## config.mk

```make
export PLATFORM = sky130hd
export DESIGN_NAME = sat_counter
export DESIGN_NICKNAME = d
export VERILOG_FILES = /design/src/rtl/vector_checker_sat_counter.sv
export SDC_FILE = /design/constraint.sdc
export NUM_CORES = 1
export LEC_CHECK = 0
export ABC_AREA = 1
export CORE_ASPECT_RATIO = 1.2
export CORE_MARGIN = 2
export CORE_UTILIZATION = 38
export DETAILED_ROUTE_END_ITERATION = 6
export GPL_ROUTABILITY_DRIVEN = 0
export SYNTH_ARGS = -nofsm -noshare
export SYNTH_HDL_FRONTEND = slang
export SYNTH_SLANG_ARGS = --single-unit
```

## constraint.sdc

```tcl
create_clock -name clock -period 3.27 [get_ports clock]
set_input_delay 0.654 -clock clock [delete_from_list [all_inputs] [get_ports clock]]
set_output_delay 0.654 -clock clock [all_outputs]
set_load 0.1 [all_outputs]
```

## src/rtl/vector_checker_sat_counter.sv

```systemverilog
// Saturating up-counter with synchronous clear.
// Holds at all-ones instead of wrapping.
module sat_counter #(
  parameter int COUNT_WIDTH = 32
) (
  input  logic                   clock,
  input  logic                   reset,
  input  logic                   clear,
  input  logic                   inc,
  output logic [COUNT_WIDTH-1:0] count
);

  // clear wins over inc; stop at all-ones
  always_ff @(posedge clock or negedge reset) begin
    if (!reset) begin
      count <= '0;
    end else if (clear) begin
      count <= '0;
    end else if (inc && !(&count)) begin
      count <= count + COUNT_WIDTH'(1);
    end
  end

endmodule

```

==> summary.md <==
| Metric | Value |
|---|---|
| Initial Util | `0.396` |
| Clk pwr share | `0.453` |
| Max incr delay on CP | `0.41 ns` |
| Area contributors post-synth | `dfrtp_1 36%, nand2_1 24%, nor2_1 8.9%` |
| Power Internal | `0.000638 W` |
| CP Max Fanout | `21` |
| Die area | `6530 µm²` |
| Largest net degree at the start of global routing | `33` |
| # Post-CTS Setup Buffers | `0` |
| Sink Count | `32` |
| Grt ovf | `0` |
| Cell Pwr Density | `around 320 nW/µm²` |
| Combinational share of power | `0.076` |
| Initial DRC Count | `116` |
| Largest register by flop count | `count` |
| Avg Cell Area, Syn | `6.41 µm²` |
| Filler Cells Inserted | `roughly 600` |
| Site Rows | `30` |
| WP data required | `3.50 ns` |
| Clk_skew | `0.00820 ns` |
| Nets | `392` |
| First-pass GRT wire length | `around 10000 µm` |
| Crit-path leading delay family | `simple AND/OR/NAND/NOR gates` |
| Final std cells w/o fill | `468` |
| Mapped Area | `2240 µm²` |
| Clock Latency Late Sink | `0.30 ns` |
| Fin. Hold Viols | `0` |
| Top Registers | `count (32)` |
| WP data arrival | `about 2.3 ns` |
| CTS H-tree depth | `2` |
| Area grow syn2layout | `19.6%` |
| CTS tree | `done` |
| Yosys top cell by area | `dfrtp_1` |
| Async S/R FF share, synth | `1.00` |
| Clock Tree Buf Depth | `2` |
| Critical path type | `flop to flop` |
| Seq/Total Area, Yosys | `0.357` |
| Max Slew Vio Count | `0` |
| Sw Ratio | `0.249` |
| Status | `complete, no violations` |
| Port Buffer Count | `35` |
| Chip width | `74.1 µm` |
| Primary FF master, synth | `dfrtp_1` |
| Clock-pin slew on the worst setup and hold paths | `~0.070 ns` |
| EDFF count, synth | `0` |
| Antenna cells | `0` |
| DRC errors left | `0` |
| Min cycle time layout | `2.10 ns` |
| Max-Cap Viols | `0` |
| Crit path buf inv count | `1` |
| GRT Util Overall | `0.203` |
| Max VDD drop | `0.000169 V` |
| Reg power frac | `0.472` |
| Yosys warns | `0` |
| Switching power total | `0.000211 W` |
| Startpoint types | `flop` |
| Clk root buf | `clkbuf_8` |
| Worst-Margin Slew | `0.500 ns` |
| Antenna Nets Post-Route | `0` |
| WL/cell | `between 10 and 15 µm` |
| Core area | `5670 µm²` |
| Final setup viols | `0` |
| Register bit total from synthesis | `32` |
| P_leak | `1.27 nW` |
| DRT Wirelength | `6070 µm` |
| CP Cell Sequence | `ha_1, nand2_1, nor2_4, nand2_4, nor2_8, nand2_2, nand2_4, nand2_4, clkinv_2, nand2_1, nand2_1` |
| Fmax | `0.477 GHz` |
| Period utilisation layout | `0.641` |
| Drt pass-1 iters | `4` |
| Vias in the first global route | `2140` |
| Vias post-DR | `2272` |
| Critical path endpoint category | `flop` |
| Post-cts sizing count | `0` |
| Post-Syn Nets | `355` |
| CTS buffer count | `5` |
| Slew headroom | `0.666` |
| Die extent in y | `88.1 µm` |
| Number of antenna violations at the first check in global routing | `0` |
| Synth cell types | `28` |
| HPWL Detailed | `4450 µm` |
| Hold Crit Class | `flop to flop` |
| # hold bufs at CTS | `0` |
| Share of post-route cells with drive strength above 1 | `0.152` |
| DP Cell Count | `460` |
| Synth top area share | `0.357` |
| RSZ-0062 raised after global routing | `no` |
| Synth Instances | `350` |
| Crit-path slowest cell | `dfrtp_1` |
| Ports | `36` |
| Fin Setup TNS | `0 ns` |
| Vias per cell | `4.85` |
| Max reg flops | `32` |
==> worst register-to-register path, stage by stage, from the launching register on <==
cell	delay [ns]
dfrtp_1	0.41
ha_1	0.21
nand2_1	0.11
nor2_4	0.19
nand2_4	0.12
nor2_8	0.17
nand2_2	0.08
nand2_4	0.14
nand2_4	0.18
clkinv_2	0.28
nand2_1	0.09
nand2_1	0.08
==> cell usage in the layout, fill, tap and decap left out, types with 5 or more instances in the layout <==
cell type and n:
dfrtp_1 32, clkbuf_8 5, nand3_1 34, inv_1 28, nor2_1 53, buf_4 36
nand4_1 8, nor2_2 5, nand2_1 141, o21ai_1 10
==> worst paths after layout <==
| check | endpoint | cells after the start | from | slack, ns |
|---|---|---|---|---|
| max | count[1] | 11 | count[1] | 1.17 |
| min | count[1] | 2 | count[1] | 0.57 |
| max reg2reg | count[1] | 11 | count[1] | 1.17 |
| min reg2reg | count[1] | 2 | count[1] | 0.57 |
| max in group asynchronous | count[14] | 2 | reset | 2.18 |
| min in group asynchronous | count[21] | 2 | reset | 0.77 |
==> Yosys cell counts (all sizes together), types with 2 or more instances <==
| master | n |
|---|---|
| a21oi | 2 |
| buf | 6 |
| clkbuf | 3 |
| clkinv | 2 |
| dfrtp | 32 |
| inv | 29 |
| nand2 | 147 |
| nand3 | 34 |
| nand4 | 8 |
| nor2 | 60 |
| o21ai | 14 |
| xnor2 | 4 |
| xor2 | 4 |
==> per-stage QoR <==
stage | cell area, µm² | util | hold WS (ns) | power (W) | worst slack [ns]
floorplan | 2240 | - | 0.358 | 0.000452 | 0.892
global placement | 2570 | 0.454 | 0.559 | 0.000473 | 0.969
detailed placement | 2570 | 0.454 | 0.554 | 0.000473 | 0.929
CTS | 2680 | 0.473 | 0.572 | 0.000861 | 1.14
global route | 2680 | 0.473 | 0.613 | 0.000884 | 0.977
finish | 2680 | 0.473 | 0.575 | 0.000849 | 1.17
==> cell type report <==
class                           instances  area, µm²  share of cell area
Inverter                               31        118              0.0439
Tap cell                               80        100              0.0373
Multi-Input combinational cell        278       1250               0.468
Clock buffer                            6       72.6              0.0271
Timing Repair Buffer                   39        300               0.112
Sequential cell                        32        801               0.299
Clock inverter                          2       35.0              0.0131
==> power by group through the flow <==
stage | clock (W) | sequential [W] | combinational (W)
final | 0.000384 | 0.000400 | 0.0000642
after global routing | 0.000412 | 0.000400 | 0.0000712
after CTS | 0.000396 | 0.000400 | 0.0000658
after detailed placement | 0 | 0.000408 | 0.0000655
after global placement | 0 | 0.000408 | 0.0000647
after floorplan | 0 | 0.000423 | 0.0000283
==> metal layers <==
layer	track usage	up-vias	part of all wire
met4	0.0595	0	0.014
met1	0.245	1037	0.44
met3	0.0357	9	0.041
li1	-	1164	-
met5	0	-	0
met2	0.363	62	0.50
==> cells by family after synthesis <==
family / count (synthesis) / share of synthesized area
simple gates: 251 / 0.480
buf+inv: 40 / 0.0831
flops: 32 / 0.357
compound gates: 18 / 0.0424
xor+xnor: 8 / 0.0312
fa+ha+maj: 1 / 0.00558
(Power assumes the default switching activity.)
